[src/rtl/reg_write_arbiter_if.sv]
// Bus bundle for reg_write_arbiter: two writeback requesters, clear handshake
// and the registered register-file write port.
interface reg_write_arbiter_if #(
    parameter int ADDR_W = 3,
    parameter int DATA_W = 8
);
    logic              alu_req;
    logic [ADDR_W-1:0] alu_addr;
    logic [DATA_W-1:0] alu_data;
    logic              alu_ready;

    logic              mem_req;
    logic [ADDR_W-1:0] mem_addr;
    logic [DATA_W-1:0] mem_data;
    logic              mem_ready;

    logic              clear_req;
    logic              clear_done;

    logic              write;
    logic [ADDR_W-1:0] inaddress;
    logic [DATA_W-1:0] in_data;
    logic              busy;

    modport slave (
        input  alu_req, alu_addr, alu_data,
        input  mem_req, mem_addr, mem_data,
        input  clear_req,
        output alu_ready, mem_ready, clear_done,
        output write, inaddress, in_data, busy
    );

    modport master (
        output alu_req, alu_addr, alu_data,
        output mem_req, mem_addr, mem_data,
        output clear_req,
        input  alu_ready, mem_ready, clear_done,
        input  write, inaddress, in_data, busy
    );
endinterface

[src/rtl/reg_write_arbiter.sv]
// Two-slot register-file write arbiter (oldest first) with an optional
// clear-all sequence enabled by defining RWA_CLEAR_SEQ_EN.
module reg_write_arbiter #(
    parameter int DATA_W = 8,
    parameter int ADDR_W = 3,
    parameter int NREG   = 8
) (
    input  logic               clk_i,
    input  logic               rst_i,
    reg_write_arbiter_if.slave bus
);
`ifdef RWA_CLEAR_SEQ_EN
    typedef enum logic [1:0] {IDLE, DRAIN, CLEAR, DONE} state_t;
    localparam logic [ADDR_W-1:0] LAST_ADDR = ADDR_W'(NREG - 1);
`else
    typedef enum logic [0:0] {IDLE, DRAIN} state_t;
`endif

    state_t            state_q;
    logic              alu_valid_q, mem_valid_q;
    logic              older_q;          // 1: MEM entry was captured first
    logic [ADDR_W-1:0] alu_addr_q, mem_addr_q, inaddress_q;
    logic [DATA_W-1:0] alu_data_q, mem_data_q, in_q;
    logic              write_q;
    logic              clear_done_q;

    logic slot_block, clear_hold;
    logic alu_take, mem_take, grant_alu, grant_mem;
    logic alu_valid_d, mem_valid_d, older_d;

`ifdef RWA_CLEAR_SEQ_EN
    logic              clear_pending_q;
    logic [ADDR_W-1:0] cnt_q;
    logic              clear_active, clear_accept;

    assign clear_active = (state_q == CLEAR) || (state_q == DONE);
    assign clear_accept = bus.clear_req && !clear_active;
    assign slot_block   = clear_pending_q | clear_active;
    assign clear_hold   = clear_pending_q | clear_accept;
`else
    logic unused_clear;
    assign unused_clear = ^{1'b0, bus.clear_req, NREG > 0};
    assign slot_block   = 1'b0;
    assign clear_hold   = 1'b0;
`endif

    assign bus.alu_ready  = ~alu_valid_q & ~slot_block;
    assign bus.mem_ready  = ~mem_valid_q & ~slot_block;
    assign bus.busy       = alu_valid_q | mem_valid_q | slot_block;
    assign bus.write      = write_q;
    assign bus.inaddress  = inaddress_q;
    assign bus.in_data    = in_q;
    assign bus.clear_done = clear_done_q;

    assign alu_take = bus.alu_req & bus.alu_ready;
    assign mem_take = bus.mem_req & bus.mem_ready;

    // Grants only look at entries held before this edge, so a fresh capture
    // always waits one edge before it can be written.
    assign grant_mem = mem_valid_q & (~alu_valid_q | older_q);
    assign grant_alu = alu_valid_q & ~grant_mem;

    assign alu_valid_d = alu_take | (alu_valid_q & ~grant_alu);
    assign mem_valid_d = mem_take | (mem_valid_q & ~grant_mem);

    always_comb begin
        older_d = older_q;
        if (alu_take && mem_take) begin
            older_d = 1'b1;
        end else if (alu_take) begin
            older_d = mem_valid_d;
        end else if (mem_take) begin
            older_d = ~alu_valid_d;
        end
    end

    always_ff @(posedge clk_i or posedge rst_i) begin
        if (rst_i) begin
            state_q      <= IDLE;
            alu_valid_q  <= 1'b0;
            mem_valid_q  <= 1'b0;
            older_q      <= 1'b0;
            alu_addr_q   <= '0;
            alu_data_q   <= '0;
            mem_addr_q   <= '0;
            mem_data_q   <= '0;
            write_q      <= 1'b0;
            inaddress_q  <= '0;
            in_q         <= '0;
            clear_done_q <= 1'b0;
`ifdef RWA_CLEAR_SEQ_EN
            clear_pending_q <= 1'b0;
            cnt_q           <= '0;
`endif
        end else begin
            alu_valid_q  <= alu_valid_d;
            mem_valid_q  <= mem_valid_d;
            older_q      <= older_d;
            write_q      <= 1'b0;
            clear_done_q <= 1'b0;

            if (alu_take) begin
                alu_addr_q <= bus.alu_addr;
                alu_data_q <= bus.alu_data;
            end
            if (mem_take) begin
                mem_addr_q <= bus.mem_addr;
                mem_data_q <= bus.mem_data;
            end

            if (grant_mem) begin
                write_q     <= 1'b1;
                inaddress_q <= mem_addr_q;
                in_q        <= mem_data_q;
            end else if (grant_alu) begin
                write_q     <= 1'b1;
                inaddress_q <= alu_addr_q;
                in_q        <= alu_data_q;
            end

`ifdef RWA_CLEAR_SEQ_EN
            if (clear_accept) begin
                clear_pending_q <= 1'b1;
            end
`endif

            case (state_q)
                IDLE, DRAIN: begin
`ifdef RWA_CLEAR_SEQ_EN
                    // The first zero write is issued on the entry edge.
                    if (clear_pending_q && !alu_valid_q && !mem_valid_q) begin
                        state_q         <= CLEAR;
                        clear_pending_q <= 1'b0;
                        cnt_q           <= '0;
                        write_q         <= 1'b1;
                        inaddress_q     <= '0;
                        in_q            <= '0;
                    end else
`endif
                    if (state_q == IDLE) begin
                        if (alu_valid_q || mem_valid_q) begin
                            state_q <= DRAIN;
                        end
                    end else if (!alu_valid_d && !mem_valid_d && !clear_hold) begin
                        state_q <= IDLE;
                    end
                end
`ifdef RWA_CLEAR_SEQ_EN
                CLEAR: begin
                    if (cnt_q == LAST_ADDR) begin
                        state_q      <= DONE;
                        clear_done_q <= 1'b1;
                    end else begin
                        cnt_q       <= cnt_q + 1'b1;
                        write_q     <= 1'b1;
                        inaddress_q <= cnt_q + 1'b1;
                        in_q        <= '0;
                    end
                end
                DONE: begin
                    state_q <= IDLE;
                end
`endif
                default: begin
                    state_q <= IDLE;
                end
            endcase
        end
    end
endmodule

[src/flat_wrapper.sv]
// flat-port wrapper written by rule: the top's interface ports become plain ports
module reg_write_arbiter_flat 
#(
    parameter int DATA_W = 8,
    parameter int ADDR_W = 3,
    parameter int NREG   = 8
)
  (clk_i, rst_i, bus_alu_req, bus_alu_addr, bus_alu_data, bus_mem_req, bus_mem_addr, bus_mem_data, bus_clear_req, bus_alu_ready, bus_mem_ready, bus_clear_done, bus_write, bus_inaddress, bus_in_data, bus_busy);
  reg_write_arbiter_if #(.ADDR_W(ADDR_W), .DATA_W(DATA_W)) bus_i ();
  input  logic clk_i;
  input  logic rst_i;
  input wire logic [$bits(bus_i.alu_req)-1:0] bus_alu_req;
  input wire logic [$bits(bus_i.alu_addr)-1:0] bus_alu_addr;
  input wire logic [$bits(bus_i.alu_data)-1:0] bus_alu_data;
  input wire logic [$bits(bus_i.mem_req)-1:0] bus_mem_req;
  input wire logic [$bits(bus_i.mem_addr)-1:0] bus_mem_addr;
  input wire logic [$bits(bus_i.mem_data)-1:0] bus_mem_data;
  input wire logic [$bits(bus_i.clear_req)-1:0] bus_clear_req;
  output wire logic [$bits(bus_i.alu_ready)-1:0] bus_alu_ready;
  output wire logic [$bits(bus_i.mem_ready)-1:0] bus_mem_ready;
  output wire logic [$bits(bus_i.clear_done)-1:0] bus_clear_done;
  output wire logic [$bits(bus_i.write)-1:0] bus_write;
  output wire logic [$bits(bus_i.inaddress)-1:0] bus_inaddress;
  output wire logic [$bits(bus_i.in_data)-1:0] bus_in_data;
  output wire logic [$bits(bus_i.busy)-1:0] bus_busy;
  assign bus_i.alu_req = bus_alu_req;
  assign bus_i.alu_addr = bus_alu_addr;
  assign bus_i.alu_data = bus_alu_data;
  assign bus_i.mem_req = bus_mem_req;
  assign bus_i.mem_addr = bus_mem_addr;
  assign bus_i.mem_data = bus_mem_data;
  assign bus_i.clear_req = bus_clear_req;
  assign bus_alu_ready = bus_i.alu_ready;
  assign bus_mem_ready = bus_i.mem_ready;
  assign bus_clear_done = bus_i.clear_done;
  assign bus_write = bus_i.write;
  assign bus_inaddress = bus_i.inaddress;
  assign bus_in_data = bus_i.in_data;
  assign bus_busy = bus_i.busy;
  reg_write_arbiter #(.DATA_W(DATA_W), .ADDR_W(ADDR_W), .NREG(NREG)) u_core (.clk_i(clk_i), .rst_i(rst_i), .bus(bus_i));
endmodule
[config.mk]
export PLATFORM = sky130hd
export DESIGN_NAME = reg_write_arbiter_flat
export DESIGN_NICKNAME = d
export VERILOG_FILES = /design/src/rtl/reg_write_arbiter_if.sv /design/src/rtl/reg_write_arbiter.sv /design/src/flat_wrapper.sv
export SDC_FILE = /design/constraint.sdc
export NUM_CORES = 1
export LEC_CHECK = 0
export BUFFER_PORTS_ARGS = -buffer_cell sky130_fd_sc_hd__buf_2
export CELL_PAD_IN_SITES_DETAIL_PLACEMENT = 1
export CELL_PAD_IN_SITES_GLOBAL_PLACEMENT = 1
export CORE_MARGIN = 2
export CORE_UTILIZATION = 44
export DETAILED_ROUTE_END_ITERATION = 8
export HOLD_SLACK_MARGIN = 0.05
export PLACE_DENSITY = 0.86
export SLEW_MARGIN = 10
export SYNTH_ARGS = -nofsm -noshare
export SYNTH_HDL_FRONTEND = slang
export SYNTH_SLANG_ARGS = --single-unit
[constraint.sdc]
create_clock -name clk_i -period 2.05 [get_ports clk_i]
set_input_delay 0.205 -clock clk_i [delete_from_list [all_inputs] [get_ports clk_i]]
set_output_delay 0.205 -clock clk_i [all_outputs]
set_load 0.02 [all_outputs]
==> results of run 1 <==
[per-stage QoR]
| stage | power [mW] | setup slack, ps | area, um2 | utilization (%) | hold slack (ps) |
|---|---|---|---|---|---|
| floorplan | 1.55 | 855 | 1550 | - | 353 |
| CTS | 2.17 | 344 | 1850 | 55.1 | 78.9 |
| global route | 2.27 | 273 | 1850 | 55.1 | 73.6 |
| finish | 2.15 | 340 | 1850 | 55.1 | 86.6 |
| global placement | 1.74 | 501 | 1790 | 53.2 | 324 |
| detailed placement | 1.78 | 481 | 1790 | 53.2 | 338 |
[power groups by stage]
stage	sequential, mW	clock [mW]	combinational (mW)
5_1_grt	1.10	0.435	0.737
6_report	1.07	0.395	0.686
3_3_place_gp	1.07	0	0.668
4_1_cts	1.07	0.404	0.698
3_5_place_dp	1.08	0	0.694
2_1_floorplan	1.15	0	0.395
[cell usage after synthesis, drive strengths merged]
| library cell | count |
|---|---|
| nand2 | 7 |
| nand2b | 1 |
| o21ai | 1 |
| conb | 1 |
| nor2b | 2 |
| o21bai | 1 |
| or3 | 9 |
| buf | 6 |
| inv | 4 |
| dfrtp | 37 |
| mux2i | 2 |
| a21o | 1 |
| mux2 | 22 |
| o221a | 11 |
[path summary, 6_finish.rpt]
kind,slack [ps],endpoint,from
hold / removal,90,u_core.alu_addr_q[1]$_DFFE_PP0P_,bus_alu_addr[1]
setup / recovery,340,bus_busy,u_core.alu_valid_q$_DFF_PP0_
hold reg to reg,520,u_core.mem_data_q[2]$_DFFE_PP0P_,u_core.mem_data_q[2]$_DFFE_PP0P_
max in group asynchronous,1220,u_core.mem_addr_q[1]$_DFFE_PP0P_,rst_i
setup reg to reg,500,u_core.mem_data_q[7]$_DFFE_PP0P_,u_core.mem_valid_q$_DFF_PP0_
min in group asynchronous,500,u_core.alu_data_q[0]$_DFFE_PP0P_,rst_i
[timing repair]
| item | in CTS | in global routing |
|---|---|---|
| setup buffers | 0 | 0 |
| hold endpoints to repair | 37 | 0 |
| gates resized for setup | 0 | 0 |
| setup endpoints to repair | 0 | 0 |
| hold buffers | 1 | 0 |
[state kept, by name, indices dropped and copies added (netlist names)]
name,flops
u_core.alu_addr_q,3
u_core.alu_data_q,8
u_core.alu_valid_q,1
u_core.bus.in_data,8
u_core.bus.inaddress,3
u_core.bus.write,1
u_core.mem_addr_q,3
u_core.mem_data_q,8
u_core.mem_valid_q,1
u_core.older_q,1
[logic make-up (layout without fill, tap and decap cells)]
kind of cell    after synthesis  after routing  synth area share [%]
other cells                   1              1                 0.242
flops                        37             37                  59.7
simple gates                 19             19                  7.18
compound gates               14             14                  9.27
mux                          24             24                  19.4
buf+inv                      10             56                  4.19
[area by class of cell]
type / count / share of cell area (%)
inverter: 4 / 0.810
sequential: 37 / 49.9
clock buffer: 7 / 2.97
timing repair buffer: 45 / 13.0
tap: 46 / 3.10
multi-input combinational: 58 / 30.2
[layer usage]
metal  share of wire (%)  wire, um  GRT usage, %
met1                  43      1430          22.9
met2                  49      1640          30.1
met3                 6.1       204          4.29
met5                   0         0             0
met4                 2.3        78          10.9
==> impl_results.rst, run 1 <==
.. list-table::
   :header-rows: 1

   * - Metric
     - Value
   * - Max Clock Skew
     - roughly 12 ps
   * - Total Negative Setup Slacks
     - 0 ps
   * - Post-route clock period utilization
     - between 80% and 90%
   * - Startpoint type of the worst setup path
     - flip-flop
   * - Worst slew margin
     - 63.4%
   * - Maximum buffer depth of the clock tree
     - 2
   * - Final WL
     - about 3.4 mm
   * - Area of the multi-input gates
     - about 560 um2
   * - Leak pwr
     - approximately 0.87 nW
   * - Part of the Yosys area used for sequential elements
     - 59.7%
   * - Maximum single-stage delay on the critical path
     - 700 ps
   * - Highest ir drop seen on vdd
     - a little over 0.5 mV
   * - Leading area contributor after synthesis
     - dfrtp_1
   * - Data arrival time of the critical path
     - around 1500 ps
   * - Critical Path RT
     - 1850 ps
   * - FILL cells
     - 376
   * - Area of the core
     - 3360 um2
   * - Total via count after detailed routing
     - roughly 1000
   * - Post-Synthesis Cells
     - 105
   * - Number of DRC violations after detailed routing
     - 0
   * - Number of detailed-route iterations in the first pass
     - 4
   * - Total overflow reported by the global router
     - 0
   * - PortBufs
     - 40
   * - Maximum clock frequency
     - 0.585 GHz
   * - Final weighted congestion in routability-driven placement
     - 0.700
   * - Max-cap check violation count
     - 0
   * - Transition time at the pin with the least slew margin
     - approximately 550 ps
   * - Logic pwr share
     - 31.9%
   * - Synth Area per Inst
     - 14.8 um2
   * - Highest-delay cell along the critical path
     - dfrtp_1
   * - Switching Power
     - a little over 0.7 mW
   * - Pin count of the biggest net entering global routing
     - 38
   * - Height of the die
     - around 63 um
   * - Result of the run
     - completed
   * - Antenna diodes
     - 0
   * - Number of flip-flops and latches in the synthesized netlist
     - 37
   * - Cell Count, Final, Fillers Out
     - 197
   * - Synth Warn #
     - 0
   * - Share of total power in the clock network
     - about 18%
   * - Ratio of cells with drive above 1 in the final layout
     - about 58%
   * - Final number of hold-violating endpoints
     - 0
   * - Final min period
     - 1710 ps
   * - Average detailed-routed wire length per instance
     - ~17 um
   * - Critical path endpoint category
     - output port
   * - Most used cells in the layout excluding fill and tap cells
     - 40 x buf_2, 37 x dfrtp_1, 13 x mux2_2, 11 x o221a_2
   * - Leading cell type in the layout, fill and taps excluded
     - buf_2
   * - Number of nets in the layout
     - 178
   * - Worst-path cell chain
     - inv_1 > nand2_1 > buf_2
   * - Initial antenna violation count
     - 0
   * - Number of stages on the worst hold path
     - 2
   * - Total number of clock tree sinks
     - 37
   * - Die span in x
     - 63.4 um
   * - Cell types occupying the most area after synthesis
     - dfrtp_1 60%, mux2_2 9.4%, mux2_4 8.7%
   * - Via count of the first global-routing pass
     - 1162
   * - Logic depth of the worst setup path including buffers
     - 3
   * - Number of nets produced by synthesis
     - 132
   * - TritonCTS clock tree
     - yes
   * - Power density over cell area
     - roughly 1200 nW/um2
   * - Switching portion of total power
     - 33.2%
   * - Setup Crit Path Kind
     - flip-flop to output port
   * - Clock transition at path regs
     - 110 ps
   * - First-pass GRT wire length
     - roughly 5.6 mm
   * - I/O Pins
     - 43
   * - Clock latency reported for the late side of the worst-skew pair
     - 340 ps
   * - Number of nets still failing antenna checks after routing
     - 0
   * - Area of the mapped netlist
     - between 1500 and 2000 um2
   * - Starting DRT DRC Count
     - 35
   * - Family with the most delay on the worst path
     - flip-flops
   * - Htree depth
     - 2
   * - Cell internal power dissipation
     - 1.44 mW
   * - Type of the most critical hold path
     - input pin to flip-flop
   * - Combined global-route utilization of all metal layers
     - 18.7%
   * - Post-synth top area share
     - just under 60%
   * - Depth of the worst register-to-register path
     - 3
   * - WP buf/inv
     - 2
   * - RSZ-0062 raised after global routing
     - no
   * - Setup-violating endpoint count in the final report
     - 0
   * - Unique cell type count in the Yosys netlist
     - 18
   * - Row count
     - 21
   * - Final Slew Violations
     - 0
   * - Cell at the root of the clock tree
     - clkbuf_4
   * - Synthesis-to-layout area growth
     - 19.5%
   * - Number of clock buffers inserted by TritonCTS
     - 5
   * - Area enclosed by the die boundary
     - 4020 um2
   * - DPL Wire Length
     - 2.36 mm
   * - Share of total power in sequential cells
     - about half
   * - Flip-flop and latch area
     - 926 um2
   * - Detailed-route vias per instance
     - 5.11
   * - DP Cell Count
     - roughly 190
   * - Worst Path Max Fanout
     - 15
   * - Initial Utilization
     - 46.1%
(Power assumes the default switching activity.)
==> run 2, diff against run 1 <==
Settings changed: ABC_AREA set to 1, CORE_UTILIZATION 44 to 34, PLACE_DENSITY 0.86 to 0.78.
Clock period 2.05 ns to 1.4 ns, I/O delays scaled along.
==> run 2 against run 1 <==
  * Register-to-register slack got worse by 300 ps
  * Final cell count grew 52%
  * Critical path depth grew 1
  * Count of clock-buffer cells in the layout stayed put
  * First-iteration DRC count is 29% higher
  * Flip-flop and latch count stayed put
  * Non-clock buffer count rose by 8
  * Worst setup slack worse by 270 ps
  * Sequential share of layout area fell by 3.8 points
  * Critical path type unchanged
==> impl_results.rst, run 2 <==
.. list-table::
   :header-rows: 1

   * - Metric
     - Value
   * - Area of the multi-input gates
     - 562 um2 (+0.22%)
   * - I/O Pins
     - 43 (unchanged)
   * - Total power
     - 3.50 mW (+63%)
   * - First-pass GRT wire length
     - 6.51 mm (+17%)
   * - Ratio of cells with drive above 1 in the final layout
     - 27.3% (-30 points)
   * - Total via count after detailed routing
     - 1418 (+41%)
   * - Final min period
     - 1330 ps
   * - DPL Wire Length
     - 2.82 mm (+19%)
   * - Area of the core
     - 4660 um2 (+39%)
   * - Number of nets in the layout
     - 272 (+53%)
   * - Total overflow reported by the global router
     - 0 (unchanged)
   * - Cell at the root of the clock tree
     - clkbuf_8
   * - Highest ir drop seen on vdd
     - 0.595 mV (+18%)
   * - Primary FF master, synth
     - dfrtp_1
   * - Type of the most critical hold path
     - input pin to flip-flop
   * - Critical path endpoint category
     - output port
   * - Part of the Yosys area used for sequential elements
     - 56.9% (-2.8 points)
   * - Antenna diodes
     - 0 (unchanged)
   * - Number of clock buffers inserted by TritonCTS
     - 5 (unchanged)
   * - Htree depth
     - 2 (unchanged)
   * - Commonest cells post-synth
     - 79 x nand2_1, 44 x nand3_1, 37 x dfrtp_1, 15 x inv_1, 7 x buf_2
   * - Most used cells in the layout excluding fill and tap cells
     - 79 x nand2_1, 44 x nand3_1, 40 x buf_2, 35 x dfrtp_1, 15 x inv_1
   * - Average detailed-routed wire length per instance
     - 12.7 um (-25%)
   * - TritonCTS clock tree
     - yes
   * - Combined global-route utilization of all metal layers
     - 16.1% (-2.6 points)
   * - Setup Crit Path Kind
     - flip-flop to output port
   * - Leading cell type in the layout, fill and taps excluded
     - nand2_1
   * - Post-Synthesis Cells
     - 197 (+88%)
   * - Number of nets produced by synthesis
     - 224 (+70%)
   * - Number of detailed-route iterations in the first pass
     - 4 (unchanged)
   * - Max-cap check violation count
     - 0 (unchanged)
   * - Max Clock Skew
     - 6.02 ps (-5.78 ps)
   * - Detailed-route vias per instance
     - 4.74 (-7.2%)
   * - Clock latency reported for the late side of the worst-skew pair
     - 290 ps (-50 ps)
   * - Initial Utilization
     - 34.9% (-11 points)
   * - RSZ-0062 raised after global routing
     - no
   * - Worst Path Max Fanout
     - 8 (-7)
   * - Synth Area per Inst
     - 8.26 um2 (-44%)
   * - Leading area contributor after synthesis
     - dfrtp_1
   * - Number of nets still failing antenna checks after routing
     - 0 (unchanged)
   * - Maximum clock frequency
     - around 0.75 GHz
   * - Cell area after layout
     - 2010 um2 (+8.5%)
   * - Die span in x
     - 73.2 um (+15%)
   * - Initial antenna violation count
     - 0 (unchanged)
   * - PortBufs
     - 40 (unchanged)
   * - Final Slew Violations
     - 0 (unchanged)
   * - Synth Warn #
     - 0 (unchanged)
   * - Fraction of registers with async set/reset
     - 100% (unchanged)
   * - Result of the run
     - completed
   * - Clock transition at path regs
     - 70 ps (-40 ps)
   * - Row count
     - 25 (+19%)
   * - Height of the die
     - 73.2 um (+15%)
   * - Startpoint type of the worst setup path
     - flip-flop
   * - Pin count of the biggest net entering global routing
     - 38 (unchanged)
   * - Area enclosed by the die boundary
     - 5360 um2 (+33%)
   * - Cell types occupying the most area after synthesis
     - dfrtp_1 57%, nand2_1 18%, nand3_1 14%
   * - Number of flops mapped to enable cells by yosys
     - 0 (unchanged)
   * - Number of DRC violations after detailed routing
     - 0 (unchanged)
   * - Unique cell type count in the Yosys netlist
     - 13 (-5)
   * - Area of the mapped netlist
     - 1630 um2 (+4.9%)
   * - Starting DRT DRC Count
     - 45 (+29%)
   * - Final weighted congestion in routability-driven placement
     - 0.726 (+3.7%)
   * - Final number of hold-violating endpoints
     - 0 (unchanged)
   * - Data arrival time of the critical path
     - 1190 ps (-310 ps)
   * - Total Negative Setup Slacks
     - 0 ps (unchanged)
   * - DP Cell Count
     - 287 (+52%)
   * - Synthesis-to-layout area growth
     - 23.6%
   * - Final WL
     - 3.81 mm (+14%)
   * - Critical Path RT
     - 1260 ps (-590 ps)
   * - Post-route clock period utilization
     - 94.8%
   * - Total number of clock tree sinks
     - 37 (unchanged)
   * - Maximum buffer depth of the clock tree
     - 2 (unchanged)
   * - Worst hold slack
     - 79.0 ps (-7.56 ps)
   * - Setup-violating endpoint count in the final report
     - 0 (unchanged)
   * - FILL cells
     - 591 (+57%)
   * - Leak pwr
     - 1.17 nW (+34%)
   * - Power density over cell area
     - 1740 nW/um2 (+50%)
   * - Via count of the first global-routing pass
     - 1427 (+23%)
   * - Flip-flop and latch area
     - 928 um2 (+0.27%)
   * - Cell with the most instances after synthesis
     - nand2_1
   * - Reg-to-reg slack, setup
     - 200 ps (-300 ps)
   * - Area after DPL
     - 1880 um2 (+5.0%)
   * - Post-synth top area share
     - 56.9% (-2.8 points)
   * - Number of flip-flops and latches in the synthesized netlist
     - 37 (unchanged)
   * - Cell Count, Final, Fillers Out
     - 299 (+52%)
-- run 2: final timing paths --
check | startpoint | end | cells after the start
worst min register to register | u_core.alu_data_q[3]$_DFFE_PP0P_ | u_core.alu_data_q[3]$_DFFE_PP0P_ | 2
worst min-delay path | bus_alu_addr[2] | u_core.alu_addr_q[2]$_DFFE_PP0P_ | 3
min in group asynchronous | rst_i | u_core.bus.in_data[4]$_DFFE_PP0P_ | 4
worst max register to register | u_core.alu_valid_q$_DFF_PP0_ | u_core.bus.in_data[5]$_DFFE_PP0P_ | 5
worst max-delay path | u_core.mem_valid_q$_DFF_PP0_ | bus_busy | 4
max in group asynchronous | rst_i | u_core.alu_valid_q$_DFF_PP0_ | 4
-- run 2: worst max-delay path, stage by stage, from the launching register on --
cell	delay, ps
dfrtp_2	430
nor2_2	150
buf_6	140
inv_1	30
buf_2	150
-- run 2: timing repair --
action,in CTS,in global routing
gates resized for setup,1,2
pin swaps,0,0
hold endpoints to repair,37,0
endpoints found under the setup margin,1,1
setup buffers,3,1
hold buffers,1,0
-- run 2: cells by family (layout without fill, tap and decap cells) --
family / count (synthesis) / count (layout) / share of synthesized area, %
AO/OA/AOI/OAI: 2 / 2 / 0.614
buffers and inverters: 29 / 77 / 8.61
flip-flops: 37 / 37 / 56.9
other: 1 / 1 / 0.230
AND/OR/NAND/NOR: 128 / 128 / 33.7
-- run 2: per-layer routing --
metal / up-vias / GRT usage, % / wire length (um)
met5: - / 0 / 0
met4: 0 / 5.56 / 55
met2: 25 / 27.5 / 2000
li1: 707 / - / -
met1: 679 / 19.4 / 1600
met3: 7 / 4.56 / 159
-- run 2: area by class of cell --
type	count	area share, %
Sequential cell	37	46.1
Multi-Input combinational cell	131	27.9
Timing Repair Buffer	53	15.1
Clock buffer	7	4.29
Tap cell	54	3.36
Inverter	17	3.17
-- run 2: power by group --
group          internal (mW)  switching [mW]
combinational          0.432           0.736
sequential              1.39           0.183
clock                  0.391           0.363
-- run 2: stage by stage --
step | setup slack (ps) | util [%]
6_report | 73.0 | 43.2
5_1_grt | 4.00 | 43.2
4_1_cts | 32.8 | 42.9
3_5_place_dp | 240 | 40.3
3_3_place_gp | 273 | 40.3
2_1_floorplan | 381 | -
